## src/rtl/cordic_pkg.sv

```systemverilog
// ----------------------------------------------------------------------------
// cordic_pkg
// Shared constants for the CORDIC vectoring pipeline.
//   ATAN_TBL : round(atan(2^-i) * 180/pi * 256) for i = 0..15 (Q8.8 degrees)
//   KINV     : 1/K in Q0.16, removes the CORDIC gain from the final x
//   ANG_MAX  : 45 degrees in Q8.8, upper clamp of the output angle
//   INFO_*   : bit positions inside the 3-bit source info word
// ----------------------------------------------------------------------------
package cordic_pkg;

    localparam logic [15:0] ATAN_TBL [16] = '{
        16'd11520, 16'd6801, 16'd3593, 16'd1824,
        16'd916,   16'd458,  16'd229,  16'd115,
        16'd57,    16'd29,   16'd14,   16'd7,
        16'd4,     16'd2,    16'd1,    16'd0
    };

    localparam int KINV    = 39797;
    localparam int ANG_MAX = 11520;

    localparam int INFO_X_SIGN = 2;
    localparam int INFO_Y_SIGN = 1;
    localparam int INFO_SWAP   = 0;

endpackage

```

## src/rtl/cordic_vec_stage.sv

```systemverilog
// ----------------------------------------------------------------------------
// cordic_vec_stage
// One registered CORDIC vectoring iteration. Rotates (x,y) towards the x axis
// by +/- atan(2^-SHIFT) and accumulates the rotation into z. Side-band
// (info, zero flag, hsync, vsync) is carried through unchanged.
// Ports:
//   clk, rst_n          clock, async active-low reset
//   i_vsync/i_hsync     sync bits in          o_vsync/o_hsync  delayed 1 clk
//   i_x, i_y            signed DW+1 vector    o_x, o_y         rotated vector
//   i_z                 signed 18 angle acc.  o_z              updated angle
//   i_info, i_zero      side-band in          o_info, o_zero   delayed 1 clk
// ----------------------------------------------------------------------------
module cordic_vec_stage #(
    parameter int          DW       = 16,
    parameter int          SHIFT    = 0,
    parameter logic [15:0] ATAN_VAL = 16'd0
) (
    input  logic                clk,
    input  logic                rst_n,
    input  logic                i_vsync,
    input  logic                i_hsync,
    input  logic signed [DW:0]  i_x,
    input  logic signed [DW:0]  i_y,
    input  logic signed [17:0]  i_z,
    input  logic [2:0]          i_info,
    input  logic                i_zero,
    output logic                o_vsync,
    output logic                o_hsync,
    output logic signed [DW:0]  o_x,
    output logic signed [DW:0]  o_y,
    output logic signed [17:0]  o_z,
    output logic [2:0]          o_info,
    output logic                o_zero
);

    logic signed [DW:0] w_xs;
    logic signed [DW:0] w_ys;
    logic signed [17:0] w_atan;

    logic               r_vsync;
    logic               r_hsync;
    logic signed [DW:0] r_x;
    logic signed [DW:0] r_y;
    logic signed [17:0] r_z;
    logic [2:0]         r_info;
    logic               r_zero;

    assign w_xs   = i_x >>> SHIFT;
    assign w_ys   = i_y >>> SHIFT;
    assign w_atan = $signed({2'b00, ATAN_VAL});

    always_ff @(posedge clk or negedge rst_n) begin
        if (!rst_n) begin
            r_vsync <= 1'b0;
            r_hsync <= 1'b0;
            r_x     <= '0;
            r_y     <= '0;
            r_z     <= '0;
            r_info  <= '0;
            r_zero  <= 1'b0;
        end else begin
            r_vsync <= i_vsync;
            r_hsync <= i_hsync;
            r_info  <= i_info;
            r_zero  <= i_zero;
            // Drive y towards zero; both updates use the pre-stage x/y.
            if (!i_y[DW]) begin
                r_x <= i_x + w_ys;
                r_y <= i_y - w_xs;
                r_z <= i_z + w_atan;
            end else begin
                r_x <= i_x - w_ys;
                r_y <= i_y + w_xs;
                r_z <= i_z - w_atan;
            end
        end
    end

    assign o_vsync = r_vsync;
    assign o_hsync = r_hsync;
    assign o_x     = r_x;
    assign o_y     = r_y;
    assign o_z     = r_z;
    assign o_info  = r_info;
    assign o_zero  = r_zero;

endmodule

```

## src/rtl/cordic_vector_pipe.sv

```systemverilog
// ----------------------------------------------------------------------------
// cordic_vector_pipe
// Pipelined CORDIC vectoring core. Takes first-octant vectors (x>=y>=0) and
// returns gain-compensated magnitude and angle (Q8.8 degrees, 0..45 deg),
// one result per clock, latency ITER+1.
// Ports:
//   clk, rst_n             clock, async active-low reset
//   din_vsync, din_hsync   frame / data valid in
//   din_x, din_y           unsigned vector, x>=y, top two bits zero
//   din_info               3-bit source info, travels with the pixel
//   dout_vsync, dout_hsync syncs delayed ITER+1
//   dout_mag               ~sqrt(x^2+y^2), saturating
//   dout_ang               degrees*256, 0..11520
//   dout_info              din_info delayed ITER+1
// Data outputs read zero on any cycle where dout_hsync is low.
// ----------------------------------------------------------------------------
module cordic_vector_pipe
    import cordic_pkg::*;
#(
    parameter int DW   = 16,
    parameter int ITER = 12
) (
    input  logic          clk,
    input  logic          rst_n,
    input  logic          din_vsync,
    input  logic          din_hsync,
    input  logic [DW-1:0] din_x,
    input  logic [DW-1:0] din_y,
    input  logic [2:0]    din_info,
    output logic          dout_vsync,
    output logic          dout_hsync,
    output logic [DW-1:0] dout_mag,
    output logic [15:0]   dout_ang,
    output logic [2:0]    dout_info
);

    localparam int PW = DW + 18;

    // Index 0 is the combinational capture, index g+1 the output of stage g.
    logic signed [DW:0] w_x    [ITER+1];
    logic signed [DW:0] w_y    [ITER+1];
    logic signed [17:0] w_z    [ITER+1];
    logic [2:0]         w_info [ITER+1];
    logic               w_zero [ITER+1];
    logic               w_hs   [ITER+1];
    logic               w_vs   [ITER+1];

    assign w_x[0]    = $signed({1'b0, din_x});
    assign w_y[0]    = $signed({1'b0, din_y});
    assign w_z[0]    = '0;
    assign w_info[0] = din_info;
    assign w_zero[0] = (din_x == '0);
    assign w_hs[0]   = din_hsync;
    assign w_vs[0]   = din_vsync;

    for (genvar g = 0; g < ITER; g++) begin : g_stage
        cordic_vec_stage #(
            .DW       (DW),
            .SHIFT    (g),
            .ATAN_VAL (ATAN_TBL[g])
        ) u_stage (
            .clk     (clk),
            .rst_n   (rst_n),
            .i_vsync (w_vs[g]),
            .i_hsync (w_hs[g]),
            .i_x     (w_x[g]),
            .i_y     (w_y[g]),
            .i_z     (w_z[g]),
            .i_info  (w_info[g]),
            .i_zero  (w_zero[g]),
            .o_vsync (w_vs[g+1]),
            .o_hsync (w_hs[g+1]),
            .o_x     (w_x[g+1]),
            .o_y     (w_y[g+1]),
            .o_z     (w_z[g+1]),
            .o_info  (w_info[g+1]),
            .o_zero  (w_zero[g+1])
        );
    end

    // The residual y is only needed inside the chain.
    logic w_unused_y;
    assign w_unused_y = ^w_y[ITER];

    // Gain compensation: round(x_N * KINV / 2^16). x_N is non-negative in
    // vectoring mode; a negative value is treated as zero for safety.
    logic [DW:0]     w_xu;
    logic [PW-1:0]   w_prod;
    logic [PW-1:0]   w_mag_full;
    logic [DW-1:0]   w_mag;
    logic [15:0]     w_ang;

    assign w_xu       = w_x[ITER][DW] ? '0 : w_x[ITER][DW:0];
    assign w_prod     = PW'(w_xu) * PW'(KINV) + PW'(32768);
    assign w_mag_full = w_prod >> 16;

    always_comb begin
        w_mag = w_mag_full[DW-1:0];
        if (|w_mag_full[PW-1:DW]) w_mag = '1;

        w_ang = w_z[ITER][15:0];
        if (w_z[ITER] < 0)
            w_ang = '0;
        else if (w_z[ITER] > $signed(18'(ANG_MAX)))
            w_ang = 16'(ANG_MAX);

        if (w_zero[ITER]) begin
            w_mag = '0;
            w_ang = '0;
        end
    end

    logic          r_vsync;
    logic          r_hsync;
    logic [DW-1:0] r_mag;
    logic [15:0]   r_ang;
    logic [2:0]    r_info;

    always_ff @(posedge clk or negedge rst_n) begin
        if (!rst_n) begin
            r_vsync <= 1'b0;
            r_hsync <= 1'b0;
            r_mag   <= '0;
            r_ang   <= '0;
            r_info  <= '0;
        end else begin
            r_vsync <= w_vs[ITER];
            r_hsync <= w_hs[ITER];
            // Blank data alongside the hsync it travels with.
            if (w_hs[ITER]) begin
                r_mag  <= w_mag;
                r_ang  <= w_ang;
                r_info <= w_info[ITER];
            end else begin
                r_mag  <= '0;
                r_ang  <= '0;
                r_info <= '0;
            end
        end
    end

    assign dout_vsync = r_vsync;
    assign dout_hsync = r_hsync;
    assign dout_mag   = r_mag;
    assign dout_ang   = r_ang;
    assign dout_info  = r_info;

endmodule

```

## config.mk

```make
export PLATFORM = sky130hd
export DESIGN_NAME = cordic_vector_pipe
export DESIGN_NICKNAME = d
export VERILOG_FILES = /design/src/rtl/cordic_pkg.sv /design/src/rtl/cordic_vec_stage.sv /design/src/rtl/cordic_vector_pipe.sv
export SDC_FILE = /design/constraint.sdc
export NUM_CORES = 2
export LEC_CHECK = 0
export ABC_AREA = 1
export CORE_MARGIN = 3
export CORE_UTILIZATION = 33
export CTS_CLUSTER_DIAMETER = 40
export DETAILED_ROUTE_END_ITERATION = 12
export PLACE_DENSITY = 0.49
export RECOVER_POWER = 100
export SYNTH_ARGS = -nofsm -noshare
export SYNTH_HDL_FRONTEND = slang
export SYNTH_SLANG_ARGS = --single-unit
```

## constraint.sdc

```tcl
create_clock -name clk -period 11.1 [get_ports clk]
set_input_delay 1.11 -clock clk [delete_from_list [all_inputs] [get_ports clk]]
set_output_delay 1.11 -clock clk [all_outputs]
set_load 0.01 [all_outputs]
```

; ---- Yosys cells after proc, flatten, opt, wreduce, memory -nomap -nowiden
; Index checks and enable logic that the tools add are counted.
[word_totals]
regBits = 699
inputBits = 39
out_inout_bits = 37
elab_cells = 201
[classes]
add_sub_neg = 67
n_mul = 1
order_cmp = 2
n_mux = 41
reduce_logical = 2
[op_table]
columns = cell, count
row1 = 17-bit two-way mux, 21
row2 = 18-bit two-way mux, 11
row3 = 16-bit two-way mux, 8
row4 = 17-bit by 10-bit adder with 17-bit output, 2
row5 = 17-bit by 11-bit adder with 17-bit output, 2
row6 = 17-bit by 12-bit adder with 17-bit output, 2
row7 = 17-bit by 13-bit adder with 17-bit output, 2
row8 = 17-bit by 14-bit adder with 17-bit output, 2
row9 = 17-bit by 15-bit adder with 17-bit output, 2
row10 = 17-bit by 16-bit adder with 17-bit output, 2
row11 = 17-bit by 7-bit adder with 17-bit output, 2
row12 = 17-bit by 8-bit adder with 17-bit output, 2
row13 = 17-bit by 9-bit adder with 17-bit output, 2
row14 = 17-bit by 10-bit subtractor with 17-bit output, 2
row15 = 17-bit by 11-bit subtractor with 17-bit output, 2
row16 = 17-bit by 12-bit subtractor with 17-bit output, 2
row17 = 17-bit by 13-bit subtractor with 17-bit output, 2
row18 = 17-bit by 14-bit subtractor with 17-bit output, 2
row19 = 17-bit by 15-bit subtractor with 17-bit output, 2
row20 = 17-bit by 16-bit subtractor with 17-bit output, 2
row21 = 17-bit by 7-bit subtractor with 17-bit output, 2
row22 = 17-bit by 8-bit subtractor with 17-bit output, 2
row23 = 17-bit by 9-bit subtractor with 17-bit output, 2
row24 = 32-bit by 16-bit adder with 33-bit output (second input constant), 1
row25 = 32 further kinds, 32

; ---- Logic depth before layout (Yosys ltp)
[logic_depth]
ltp_word = 7
depth_mapped = 32
mapped_depth_nobuf = 30

; ---- Cells and area by module
; A second synthesis with hierarchy kept.
[hier_totals]
hier_cells = 9565
area_unflattened_um2 = 65898.2
[modules_own_cells]
columns = module, instances, cells_per_inst, area_each_um2
row1 = cordic_vector_pipe, 1, 912, 7223.2
row2 = cordic_vec_stage at g_stage[0].u_stage, 1, 788, 5223.8
row3 = cordic_vec_stage at g_stage[4].u_stage, 1, 776, 5121.2
row4 = cordic_vec_stage at g_stage[5].u_stage, 1, 789, 5104.9
row5 = cordic_vec_stage at g_stage[2].u_stage, 1, 764, 5097.4
row6 = cordic_vec_stage at g_stage[1].u_stage, 1, 753, 5031.1
row7 = cordic_vec_stage at g_stage[10].u_stage, 1, 742, 4867.2
row8 = cordic_vec_stage at g_stage[6].u_stage, 1, 694, 4794.6
row9 = cordic_vec_stage at g_stage[3].u_stage, 1, 676, 4710.8
row10 = cordic_vec_stage at g_stage[7].u_stage, 1, 678, 4704.5
row11 = cordic_vec_stage at g_stage[8].u_stage, 1, 672, 4695.8
row12 = cordic_vec_stage at g_stage[9].u_stage, 1, 665, 4675.7
row13 = cordic_vec_stage at g_stage[11].u_stage, 1, 656, 4648.2

; ---- Least setup slack after synthesis
; OpenSTA, ideal clock, no wires.
[synth_timing]
path_kind = register -> register
from = register g_stage[11].u_stage.r_x[16]
to = register r_mag[1], in the netlist dout_mag[1]
setup_time_ps = 114
t_arrival_ps = 5575
setup_slack_ps = 5411
stages_incl_launch_ff = 32
n_path_buf = 3
path_cell_list = dfrtp_1 > buf_6 > inv_6 > buf_12 > nand2_1 > nor2_1 > nor2_1 > ha_1 > or2_2 > inv_1 > fa_1 > inv_1 > fa_1 > fa_1 > fa_1 > inv_1 > fa_1 > inv_1 > ha_1 > nand2_1 > inv_1 > a21oi_1 > nand2_1 > inv_1 > nor2_1 > nor2_1 > nand2_2 > a21oi_4 > buf_6 > nand3b_1 > nand2_1 > inv_1
[synth_via]
elab_chain_cells = 7
[synth_lines]
columns = item, line_no
row1 = "start, declared", cordic_vec_stage.sv:42  ; logic signed [DW:0] r_x;
row2 = "start signal, assigned", cordic_vec_stage.sv:68  ; r_x <= i_x + w_ys;
row3 = "start signal, assigned", cordic_vec_stage.sv:72  ; r_x <= i_x - w_ys;
row4 = 16-bit two-way mux *, cordic_vector_pipe.sv:93  ; assign w_xu = w_x[ITER][DW] ? '0 : w_x[ITER][DW:0];
row5 = 16-bit by 16-bit multiplier with 32-bit output *, cordic_vector_pipe.sv:94  ; assign w_prod = PW'(w_xu) * PW'(KINV) + PW'(32768);
row6 = 32-bit by 16-bit adder with 33-bit output *, cordic_vector_pipe.sv:94
row7 = 2-bit OR reduction, cordic_vector_pipe.sv:99  ; if (|w_mag_full[PW-1:DW]) w_mag = '1;
row8 = 16-bit two-way mux *, cordic_vector_pipe.sv:99
row9 = 16-bit two-way mux *, cordic_vector_pipe.sv:107  ; if (w_zero[ITER]) begin
row10 = 16-bit two-way mux *, cordic_vector_pipe.sv:130  ; if (w_hs[ITER]) begin
row11 = "end signal, assigned", cordic_vector_pipe.sv:131  ; r_mag <= w_mag;
row12 = "end, declared", cordic_vector_pipe.sv:115  ; logic [DW-1:0] r_mag;
; Mark *: on every way between the ends. The rest lies on a longest branch, timed or not.

==> summary.md <==
| Metric | Value |
|---|---|
| Status | `finished with violations` |
| Failing checks | `max-capacitance violations, max-slew violations` |
| Critical path capture point type | `asynchronous set/reset pin` |
| Required time of the critical path | `11.07 ns` |
| CTS tree | `yes` |
| Data arrival, critical path | `around 7.4 ns` |
| Largest net degree at the start of global routing | `between 150 and 200` |
| Most used DFF post-synth | `dfrtp_1` |
| I/O pins | `76` |
| Yosys top cell area share | `between 30 and 40%` |
| Nets | `6942` |
| Final GP Congestion | `just under 0.9` |
| Min-delay src | `g_stage[2].u_stage.o_info[0]$_DFF_PN0_` |
| CTS root buffer | `clkbuf_16` |
| Setup WS pre-CTS | `4.532 ns` |
| Vias | `slightly below 40000` |
| Post-CTS sizing | `0` |
| CP top delay family | `buffers and inverters` |
| Number of post-CTS setup repair buffers | `0` |
| Register area share after synthesis | `roughly 33%` |
| Final hold viol count | `0` |
| Startpoint Class | `input pin` |
| Vias per Instance | `about 4.7` |
| Synth Instances | `5943` |
| Clk_lat worst skew | `approximately 0.73 ns` |
| Setup Skew | `about 0.04 ns` |
| Cell variety after synth | `48` |
| PnR worst setup slack | `around 3.7 ns` |
| Clk pin slew, worst setup/hold paths | `about 0.060 ns` |
| Main area contributors after synthesis | `dfrtp_1 33%, ha_1 16%, xor2_1 8.8%, nand2_1 6.4%, inv_1 6.3%` |
| H-tree depth | `3` |
| Die height | `between 300 and 400 µm` |
| Placeable Area | `between 150000 and 200000 µm²` |
| Max_slew headroom | `-224.0%` |
| All-Layer GR Usage | `15.71%` |
| Crit path buffers/inverters | `2` |
| Crit Path Class | `input pin to asynchronous set/reset pin` |
| First-pass detailed-route iteration total | `5` |
| Final core occ | `38.11%` |
| Width of the die | `397.9 µm` |
| Clock period minus worst slack | `7.435 ns` |
| Worst-margin pin slew | `4.860 ns` |
| Hold Crit Class | `register to register` |
| Layout cell share with drive strength beyond 1 | `about 4.0%` |
| Async set-or-reset flop fraction in the synthesized netlist | `between 90% and 100%` |
| Final setup vio count | `0` |
| Drt wl/cell | `14.89 µm` |
| Syn avg cell area | `about 8.5 µm²` |
| Worst Path Max Fanout | `approximately 90` |
| Post-Route WL | `roughly 120 mm` |
| # hold bufs at CTS | `0` |
| FMAX | `around 130 MHz` |
| Worst setup startpoint | `rst_n` |
| Critical Path Max Stage Delay | `between 3 and 4 ns` |
| Hold slack | `0.3401 ns` |
| Gr ovfl total | `0` |
| Initial Util | `between 30% and 40%` |
| YS warnings | `0` |
| Buffers on Ports | `75` |
| EDFF count, synth | `0` |
| Initial DRC count | `~1700` |
| CTS Buf Count | `120` |
| CTS max path bufs | `3` |
| Post-route clock period utilization | `approximately two thirds` |
| Cell taking the most area after synthesis | `dfrtp_1` |
| DRC | `0` |
| Worst path slowest cell | `clkbuf_1` |
| Final ANT Viol Nets | `0` |
| Synthesized cell area | `slightly above 50000 µm²` |
| Unrepaired setup endpoints after global routing | `false` |
| Initial antenna violation count | `1` |
| Clock sink total | `between 600 and 700` |
| Fin. max-slew vios | `around 460` |
| First-pass GRT wire length | `roughly 200 mm` |
| Layout area overhead | `14.49%` |
| Worst R2R Start | `g_stage[11].u_stage.o_x[16]$_DFF_PN0_` |
| Most frequent cell on the critical path | `clkbuf_1` |
| Max-cap violations | `7` |
| Crit path cell chain | `clkbuf_1 > clkbuf_1` |
| Vias in the first global route | `39790` |
| # rows | `around 140` |
| Setup TNS | `0 ns` |
| Yosys reg bits | `about 680` |
| HPWL Detailed | `~100 mm` |
| DIE AREA | `between 150000 and 200000 µm²` |
-- synth_stat cells, types with 3 or more instances --
cell type / n
o21ai_0: 242
o21bai_1: 11
buf_1: 4
xor2_1: 508
nor3_1: 160
ha_1: 663
a21oi_1: 634
o21ai_2: 8
and2_1: 5
nand3_1: 270
nor4_1: 19
or2_2: 10
nand4_1: 27
o21ai_1: 33
a31oi_1: 50
clkbuf_1: 35
o211ai_1: 6
xnor2_1: 176
a211oi_1: 4
inv_1: 853
nand2_2: 5
o31ai_1: 61
a21o_1: 46
o21a_1: 13
nor2_1: 398
nand3b_1: 3
a21boi_0: 8
dfrtp_1: 676
nand2_1: 866
fa_1: 127
-- kinds of logic after synthesis --
kind of cell | Yosys count | synth area share [%]
simple gates | 1767 | 14.56
compound gates | 1126 | 12.13
flops | 676 | 33.37
other cells | 2 | 0.01482
xor+xnor | 684 | 11.82
buf+inv | 898 | 6.724
fa+ha+maj | 790 | 21.38
-- per-stage QoR --
step | std cells | cell area, µm²
final | 8249 | 58030
after global routing | 8248 | 58030
after CTS | 8248 | 58130
after detailed placement | 8021 | 53950
after global placement | 8021 | 53950
after floorplan | 5944 | 50690
-- cell type report --
type	instances	area [µm²]
fillers	15620	94230
repair buffers	90	845.8
diodes	1	2.502
clock inverters	88	982.2
flip-flops and latches	676	16920
multi-input cells	4370	30330
inverters	855	3214
well taps	2030	2540
clock buffers	139	3204
-- sequential cells by signal, indices dropped and copies added, names as in the netlist --
name,cells
g_stage.u_stage.o_info,36
g_stage.u_stage.o_z,188
dout_info,3
g_stage.u_stage.o_x,204
dout_hsync,1
g_stage.u_stage.o_zero,12
g_stage.u_stage.o_vsync,12
dout_mag,16
dout_vsync,1
g_stage.u_stage.o_y,175
g_stage.u_stage.o_hsync,12
dout_ang,16
-- final timing paths --
path / to / slack [ns] / cells after the start
worst min register to register: g_stage[3].u_stage.o_info[0]$_DFF_PN0_ / 0.34 / 0
min in group asynchronous: g_stage[11].u_stage.o_z[12]$_DFF_PN0_ / 2.13 / 1
worst max register to register: dout_mag[3]$_DFF_PN0_ / 4.02 / 28
worst max-delay path: g_stage[0].u_stage.o_info[2]$_DFF_PN0_ / 3.67 / 2
worst min-delay path: g_stage[3].u_stage.o_info[0]$_DFF_PN0_ / 0.34 / 0
max in group clk: dout_mag[3]$_DFF_PN0_ / 4.02 / 28
-- layer usage --
metal	part of all wire [%]	up-vias	track usage, %
met4	2.6	0	4.357
met5	0	-	0
met2	48	533	27.29
met1	46	18360	20.21
li1	-	20020	-
met3	3.2	189	2.326
-- cells in the final DEF (no fill, tap or decap), types with 13 or more instances in the layout --
cell / Yosys / layout
a21o_1: 46 / 46
a21oi_1: 634 / 635
a31oi_1: 50 / 50
clkbuf_1: 35 / 16
clkbuf_16: 0 / 120
clkbuf_8: 0 / 13
clkdlybuf4s50_1: 0 / 28
clkinv_4: 0 / 18
clkinvlp_4: 0 / 21
dfrtp_1: 676 / 676
dlygate4sd3_1: 0 / 46
fa_1: 127 / 127
ha_1: 663 / 663
inv_1: 853 / 853
inv_6: 1 / 18
nand2_1: 866 / 866
nand3_1: 270 / 270
nand4_1: 27 / 27
nor2_1: 398 / 398
nor3_1: 160 / 160
nor4_1: 19 / 19
o21a_1: 13 / 13
o21ai_0: 242 / 282
o31ai_1: 61 / 61
xnor2_1: 176 / 176
xor2_1: 508 / 508
Power is left out: the tool's default activity adds up to more than one toggle a clock period on the data nets, which glitch-free logic cannot reach.
